$ cat src/rtl/mem_arb_pkg.sv
`default_nettype none
// +----------------------------------------------------------------------------+
// | Module   : mem_arb_pkg                                                     |
// | Desc     : Shared types and default widths for the data-memory arbiter.    |
// | Revision : 1.0 - initial release                                           |
// +----------------------------------------------------------------------------+
package mem_arb_pkg;

    localparam int c_default_addr_w = 27;
    localparam int c_default_data_w = 32;

    typedef enum logic [1:0] {
        IDLE = 2'd0,
        BUSY = 2'd1,
        DONE = 2'd2
    } state_t;

    typedef enum logic {
        GNT_CORE = 1'b0,
        GNT_IO   = 1'b1
    } grant_t;

endpackage
`default_nettype wire

$ cat src/rtl/mem_arb_rr2.sv
`default_nettype none
// +----------------------------------------------------------------------------+
// | Module   : mem_arb_rr2                                                     |
// | Desc     : Combinational two-way round-robin pick between core and IO.     |
// | Revision : 1.0 - initial release                                           |
// +----------------------------------------------------------------------------+
module mem_arb_rr2
    import mem_arb_pkg::*;
(
    input  logic   i_req_core,
    input  logic   i_req_io,
    input  grant_t i_last_grant,
    output grant_t o_grant,
    output logic   o_valid
);

    // On a tie the requester that did not win last time is picked.
    always_comb begin
        o_valid = i_req_core | i_req_io;
        o_grant = GNT_CORE;
        if (i_req_core && i_req_io) begin
            o_grant = (i_last_grant == GNT_CORE) ? GNT_IO : GNT_CORE;
        end else if (i_req_io) begin
            o_grant = GNT_IO;
        end
    end

endmodule
`default_nettype wire

$ cat src/rtl/data_mem_arbiter.sv
`default_nettype none
// +----------------------------------------------------------------------------+
// | Module   : data_mem_arbiter                                                |
// | Desc     : Serialises core MEM-stage and IO loader accesses onto a single   |
// |            valid/ready data-memory port, one transaction at a time.        |
// |            Define MEM_ARB_TIMEOUT_EN to enable the stalled-access watchdog. |
// | Revision : 1.0 - initial release                                           |
// +----------------------------------------------------------------------------+
module data_mem_arbiter
    import mem_arb_pkg::*;
#(
    parameter int ADDR_W  = c_default_addr_w,
    parameter int DATA_W  = c_default_data_w,
    parameter int TIMEOUT = 1023
)(
    input  logic              clk,
    input  logic              rstn,
    input  logic              req_core,
    input  logic              we_core,
    input  logic [31:0]       addr_core,
    input  logic [DATA_W-1:0] wdata_core,
    output logic [DATA_W-1:0] rdata_core,
    output logic              done_core,
    input  logic              req_io,
    input  logic              we_io,
    input  logic [31:0]       addr_io,
    input  logic [DATA_W-1:0] wdata_io,
    output logic [DATA_W-1:0] rdata_io,
    output logic              done_io,
    output logic              err,
    output logic              valid_mem,
    output logic              rw_mem,
    output logic [ADDR_W-1:0] addr_mem,
    output logic [DATA_W-1:0] din_mem,
    input  logic [DATA_W-1:0] dout_mem,
    input  logic              ready_mem
);

    state_t            r_state;
    grant_t            r_last_grant;
    grant_t            r_gnt;
    logic              r_valid;
    logic              r_rw;
    logic [ADDR_W-1:0] r_addr;
    logic [DATA_W-1:0] r_din;
    logic [DATA_W-1:0] r_rdata_core;
    logic [DATA_W-1:0] r_rdata_io;
    logic              r_done_core;
    logic              r_done_io;
    logic              r_err;

    grant_t            w_gnt;
    logic              w_gnt_valid;
    logic              w_sel_io;
    logic [DATA_W-1:0] w_rd_capture;

    // Upper address bits are deliberately dropped at the memory side.
    logic w_unused_addr_hi;
    assign w_unused_addr_hi = ^{addr_core[31:ADDR_W], addr_io[31:ADDR_W]};

`ifdef MEM_ARB_TIMEOUT_EN
    localparam int c_cnt_w = $clog2(TIMEOUT + 1);
    logic [c_cnt_w-1:0] r_cnt;
    logic [c_cnt_w-1:0] w_cnt_next;
    assign w_cnt_next = r_cnt + c_cnt_w'(1);
`else
    logic w_unused_cfg;
    assign w_unused_cfg = (TIMEOUT == 0);
`endif

    mem_arb_rr2 u_rr2 (
        .i_req_core   (req_core),
        .i_req_io     (req_io),
        .i_last_grant (r_last_grant),
        .o_grant      (w_gnt),
        .o_valid      (w_gnt_valid)
    );

    assign w_sel_io     = (w_gnt == GNT_IO);
    // Writes return zero so rdata never shows stale memory contents.
    assign w_rd_capture = r_rw ? '0 : dout_mem;

    // Main scheduler: grant in IDLE, hold the access in BUSY, pulse done in DONE.
    always_ff @(posedge clk) begin
        if (!rstn) begin
            r_state      <= IDLE;
            r_last_grant <= GNT_IO;
            r_gnt        <= GNT_CORE;
            r_valid      <= 1'b0;
            r_rw         <= 1'b0;
            r_addr       <= '0;
            r_din        <= '0;
            r_rdata_core <= '0;
            r_rdata_io   <= '0;
            r_done_core  <= 1'b0;
            r_done_io    <= 1'b0;
            r_err        <= 1'b0;
`ifdef MEM_ARB_TIMEOUT_EN
            r_cnt        <= '0;
`endif
        end else begin
            r_done_core <= 1'b0;
            r_done_io   <= 1'b0;
            r_err       <= 1'b0;
            case (r_state)
                IDLE: begin
                    if (w_gnt_valid) begin
                        r_gnt        <= w_gnt;
                        r_last_grant <= w_gnt;
                        r_rw         <= w_sel_io ? we_io : we_core;
                        r_addr       <= w_sel_io ? addr_io[ADDR_W-1:0] : addr_core[ADDR_W-1:0];
                        r_din        <= w_sel_io ? wdata_io : wdata_core;
                        r_valid      <= 1'b1;
                        r_state      <= BUSY;
`ifdef MEM_ARB_TIMEOUT_EN
                        r_cnt        <= '0;
`endif
                    end
                end
                BUSY: begin
                    if (ready_mem) begin
                        r_valid <= 1'b0;
                        r_state <= DONE;
                        if (r_gnt == GNT_IO) begin
                            r_done_io  <= 1'b1;
                            r_rdata_io <= w_rd_capture;
                        end else begin
                            r_done_core  <= 1'b1;
                            r_rdata_core <= w_rd_capture;
                        end
`ifdef MEM_ARB_TIMEOUT_EN
                    end else if (w_cnt_next >= c_cnt_w'(TIMEOUT)) begin
                        // Watchdog abort: the memory transaction is abandoned.
                        r_valid <= 1'b0;
                        r_state <= DONE;
                        r_err   <= 1'b1;
                        if (r_gnt == GNT_IO) begin
                            r_done_io  <= 1'b1;
                            r_rdata_io <= '0;
                        end else begin
                            r_done_core  <= 1'b1;
                            r_rdata_core <= '0;
                        end
                    end else begin
                        r_cnt <= w_cnt_next;
`endif
                    end
                end
                DONE: begin
                    r_state <= IDLE;
                end
                default: begin
                    r_state <= IDLE;
                    r_valid <= 1'b0;
                end
            endcase
        end
    end

    assign valid_mem  = r_valid;
    assign rw_mem     = r_rw;
    assign addr_mem   = r_addr;
    assign din_mem    = r_din;
    assign rdata_core = r_rdata_core;
    assign rdata_io   = r_rdata_io;
    assign done_core  = r_done_core;
    assign done_io    = r_done_io;
    assign err        = r_err;

endmodule
`default_nettype wire

$ cat config.mk
export PLATFORM = sky130hd
export DESIGN_NAME = data_mem_arbiter
export DESIGN_NICKNAME = d
export VERILOG_FILES = /design/src/rtl/mem_arb_pkg.sv /design/src/rtl/mem_arb_rr2.sv /design/src/rtl/data_mem_arbiter.sv
export SDC_FILE = /design/constraint.sdc
export NUM_CORES = 1
export LEC_CHECK = 0
export ABC_CLOCK_PERIOD_IN_PS = 1200
export CAP_MARGIN = 30
export CORE_MARGIN = 2
export CORE_UTILIZATION = 25
export CTS_CLUSTER_DIAMETER = 30
export DETAILED_ROUTE_END_ITERATION = 7
export RECOVER_POWER = 25
export REMOVE_ABC_BUFFERS = 1
export SLEW_MARGIN = 30
export SYNTH_ARGS = -nofsm -noshare
export SYNTH_HDL_FRONTEND = slang
export SYNTH_SLANG_ARGS = --single-unit
$ cat constraint.sdc
create_clock -name clk -period 1.2 [get_ports clk]
set_input_delay 0.24 -clock clk [delete_from_list [all_inputs] [get_ports clk]]
set_output_delay 0.24 -clock clk [all_outputs]
set_load 0.05 [all_outputs]
==> metrics.md, run 1 <==
| Metric | Value |
|---|---|
| Outcome | finished, violations left |
| Failing checks | setup timing |
| Final Power | roughly 15 mW |
| Hold Violations, Final | 0 |
| Cell count after synthesis | roughly 620 |
| Final cell count without fillers | between 1000 and 1500 |
| Crit end category | flop |
| Multiplexer area fraction after synthesis | 0% |
| Switching portion of total power | 31.8% |
| Total number of vias | 6103 |
| Worst Skew | 0.00664 ns |
| Worst Setup Path Type | reg2reg |
| Crit Reg-Reg Endpoint | rdata_io[27]$_SDFFE_PN0P_ |
| Drc violations | 0 |
| Worst VDD drop | 906 µV |
| Routed wl met3 | between 2000 and 2500 µm |
| Worst Min Path Start | rstn |
| Die area | ~22000 µm² |
| Die width | ~150 µm |
| Initial core utilization | 25.7% |
| Share of layout cells above drive strength 1 | 46.7% |
| Initial antenna violation count | 1 |
| Total CTS buffers | 17 |
| Final Setup Violations | approximately 120 |
| Lkg Pwr | 4.36 nW |
| Clk pwr share | approximately a third |
| Via density | between 5 and 6 |
| Total gr overflow | 0 |
| Hold crit path type | in2reg |
| Crit path largest cell delay | 0.32 ns |
| F_max | ~740 MHz |
| Element type at the critical path start | flop |
| Crit path max fanout | 16 |
| Register area share after synthesis | between 40% and 50% |
| Fin nets | 1084 |
| Placed Cells | about 1100 |
| Seq cells post-synth | about 130 |
| Met2 wire len | 12000 µm |
| Post-synthesis cell area | 5250 µm² |
| Ant. Diodes | 0 |
| Synth warnings | 0 |
| CTS root buf | clkbuf_16 |
| Drt pass-1 iters | 5 |
| Largest net degree at the start of global routing | 66 |
| RSZ-0062 raised after global routing | yes |
| Crit path DAT | ~1.7 ns |
| Max cap viols | 0 |
| Vias in the first global route | 5766 |
| RR Startpoint | r_state[1]$_SDFFE_PN0P_ |
| CTS tree | built |
| Post-Synth XOR/XNOR Area | 0% |
| Post-Synth Adder-Cell Area | 0% |
| Cell repeated most along the worst path | buf_6 |
| Max clock buf depth | 2 |
| Post-detail-place hpwl | between 10000 and 15000 µm |
| Multi-input logic area | around 2700 µm² |
| Clk slew on worst S/H paths | about 0.06 ns |
| PwrDens | between 1000 and 1500 nW/µm² |
| Worst path required time | about 1.5 ns |
| Fill cell count | 1751 |
| Routed WL | about 25000 µm |
| Post-route ant nets | 0 |
| Worst Hold Endpoint | r_last_grant$_SDFFE_PN1P_ |
| Top delay family on crit path | buffers and inverters |
| Mean routed wirelength per cell | 20.5 µm |
| Gate power share | about a third |
| CP cell instances | buf_6 > nand4b_1 > buf_6 > buf_12 > o21ai_0 |
| P&R area growth vs syn | 120% |
| Mean Syn Cell Area | 8.45 µm² |
| Compound-gate portion of the synthesized area | 23.0% |
| R2R Setup Slk | -0.16 ns |
| Worst path slowest cell | dfxtp_1 |
| Later-pin clock latency in the skew report | between 0.4 and 0.5 ns |
| Hold path depth | 3 |
| GP Congestion | 0.765 |
| Std cell rows | between 50 and 60 |
| Net Sw Power | around 5 mW |
| Simple-gate share of the synthesized area | around a fifth |
| Fin crit share | 113% |
| Port buffer count | roughly 280 |
| Internal power | between 10 and 15 mW |
| DRT iter0 DRCs | ~250 |
| Post-synth cell types | 26 |
| Core area | ~20000 µm² |
| CTS H-tree depth | 4 |
| Max-slew violation count | 0 |
| Crit path from | r_state[1]$_SDFFE_PN0P_ |
| Gr usage total | 19.1% |
| Register area | approximately 2800 µm² |
| Routed metal-1 wire length | between 9000 and 10000 µm |
| Worst R2R Path Depth | 5 |
| Worst path bufs/invs | 3 |
| Main combinational cell family by area after synthesis | compound AO/OA/AOI/OAI gates |
| Sequential power share | 33.0% |
| Die H | roughly 150 µm |
| Max Used Layer | met5 |
| First-pass GRT wire length | ~33000 µm |
| I/O Pins | just under 300 |
| Final setup margin | -0.155 ns |
| Post-route minimum period | approximately 1.4 ns |
| Clock Sink Count | 131 |
| Cts hold-fix bufs | 0 |
==> how the worst max path moves through the flow <==
| stage | endpoint | slack, ns | depth (start not counted) |
|---|---|---|---|
| floorplan | rdata_core[0]$_SDFFE_PN0P_ | -1.12 | 3 |
| global placement | addr_mem[8]$_SDFFE_PN0P_ | -0.54 | 5 |
| detailed placement | addr_mem[8]$_SDFFE_PN0P_ | -0.56 | 5 |
| CTS | addr_mem[18]$_SDFFE_PN0P_ | -0.10 | 5 |
| global route | din_mem[15]$_SDFFE_PN0P_ | -0.18 | 6 |
| finish | rdata_io[27]$_SDFFE_PN0P_ | -0.16 | 5 |
==> Yosys cell counts <==
| cell type | n | share of area (%) |
|---|---|---|
| and4b_1 | 1 | 0.19 |
| a21bo_2 | 1 | 0.19 |
| inv_2 | 1 | 0.071 |
| o21ai_1 | 9 | 0.86 |
| o211a_1 | 1 | 0.19 |
| or2_1 | 2 | 0.24 |
| nor2_2 | 1 | 0.12 |
| nor2_4 | 1 | 0.21 |
| nand4b_1 | 1 | 0.17 |
| buf_1 | 4 | 0.29 |
| conb_1 | 1 | 0.071 |
| dfxtp_1 | 131 | 50 |
| a21oi_1 | 61 | 5.8 |
| a21boi_2 | 1 | 0.21 |
| nand3_1 | 66 | 6.3 |
| nand4bb_1 | 1 | 0.21 |
| buf_2 | 42 | 4.0 |
| nor2_1 | 3 | 0.21 |
| nor3b_1 | 1 | 0.14 |
| o21a_1 | 1 | 0.14 |
| nand2_1 | 120 | 8.6 |
| o21ai_0 | 58 | 5.5 |
| clkbuf_1 | 19 | 1.4 |
| buf_4 | 2 | 0.29 |
| nand3b_1 | 32 | 4.6 |
| a311oi_1 | 60 | 10 |
==> kinds of logic (layout without fill, tap and decap cells) <==
kind of cell	count (synthesis)	in the layout
simple gates	229	229
compound gates	192	192
buf+inv	68	377
flops	131	131
other cells	1	1
==> worst min-delay path, delay by kind of cell <==
| family | cells | cell delay [ns] |
|---|---|---|
| simple gates | 1 | 0.08 |
| buf+inv | 2 | 0.39 |
==> power groups by stage <==
stage / Clock (mW) / Sequential (mW) / Combinational, mW
CTS: 5.53 / 5.03 / 4.41
finish: 5.42 / 5.07 / 4.89
detailed placement: 0 / 5.09 / 4.18
floorplan: 0 / 5.97 / 0.789
global placement: 0 / 5.09 / 4.16
global route: 5.79 / 5.11 / 5.13
==> stage by stage <==
stage | TNS [ns] | worst slack (ns) | hold WS, ns | cell area, µm² | util, %
after floorplan | -124.33 | -1.12 | 0.312 | 4930 | -
after global placement | -45.41 | -0.540 | 0.481 | 9780 | 47.9
after detailed placement | -48.76 | -0.560 | 0.487 | 9780 | 47.9
after CTS | -5.65 | -0.104 | 0.302 | 10700 | 52.6
after global routing | -14.89 | -0.183 | 0.348 | 11600 | 56.6
final | -7.50 | -0.155 | 0.336 | 11600 | 56.6
==> sequential cells by signal, indices dropped and copies added, names as in the netlist <==
signal / count
r_state: 2
rw_mem: 1
r_last_grant: 1
done_io: 1
addr_mem: 27
din_mem: 32
valid_mem: 1
rdata_io: 32
rdata_core: 32
done_core: 1
r_gnt: 1
==> timing repair <==
action                                  4_1_cts  5_1_grt
gates resized for setup                      91      202
endpoints found under the setup margin      203      212
cloned                                        6       16
buffers inserted                              6        8
pin swaps                                     9       70
==> cells in the final DEF, fill, tap and decap left out, types with 3 or more instances in the layout <==
master,instances
a311oi_2,18
nand3_1,45
nand2_1,120
clkinv_4,5
buf_12,135
a21oi_2,18
clkbuf_8,11
o21ai_1,35
a311oi_1,42
buf_4,15
clkbuf_16,27
buf_8,3
a21oi_1,43
dfxtp_4,9
o21ai_2,21
buf_6,8
nor2_4,3
nand3b_1,32
dfxtp_2,118
o21ai_0,11
dfxtp_1,4
nand3_2,20
bufinv_16,3
clkdlybuf4s50_1,153
buf_16,5
==> routing by layer <==
| metal | up-vias | track usage [%] |
|---|---|---|
| met5 | - | 0 |
| met4 | 2 | 4.90 |
| met3 | 29 | 8.26 |
| met2 | 288 | 32.2 |
| met1 | 2939 | 22.5 |
| li1 | 2845 | - |
==> final cells by class <==
| class | count | area share [%] |
|---|---|---|
| Clock buffer | 18 | 3.71 |
| Clock inverter | 14 | 1.56 |
| Inverter | 1 | 0.0325 |
| Multi-Input combinational cell | 422 | 23.6 |
| Sequential cell | 131 | 24.3 |
| Tap cell | 270 | 2.92 |
| Timing Repair Buffer | 344 | 43.9 |
Power figures use the tool's default switching activity.
==> run 2, diff against run 1 <==
--- a/config.mk
+++ b/config.mk
@@ -6,7 +6,7 @@
 export NUM_CORES = 1
 export LEC_CHECK = 0
 export ABC_CLOCK_PERIOD_IN_PS = 1200
-export CAP_MARGIN = 30
+export CAP_MARGIN = 20
 export CORE_MARGIN = 2
 export CORE_UTILIZATION = 25
 export CTS_CLUSTER_DIAMETER = 30
==> results of run 2 <==
The final DEF is identical to that of run 1; final timing and power are the same.
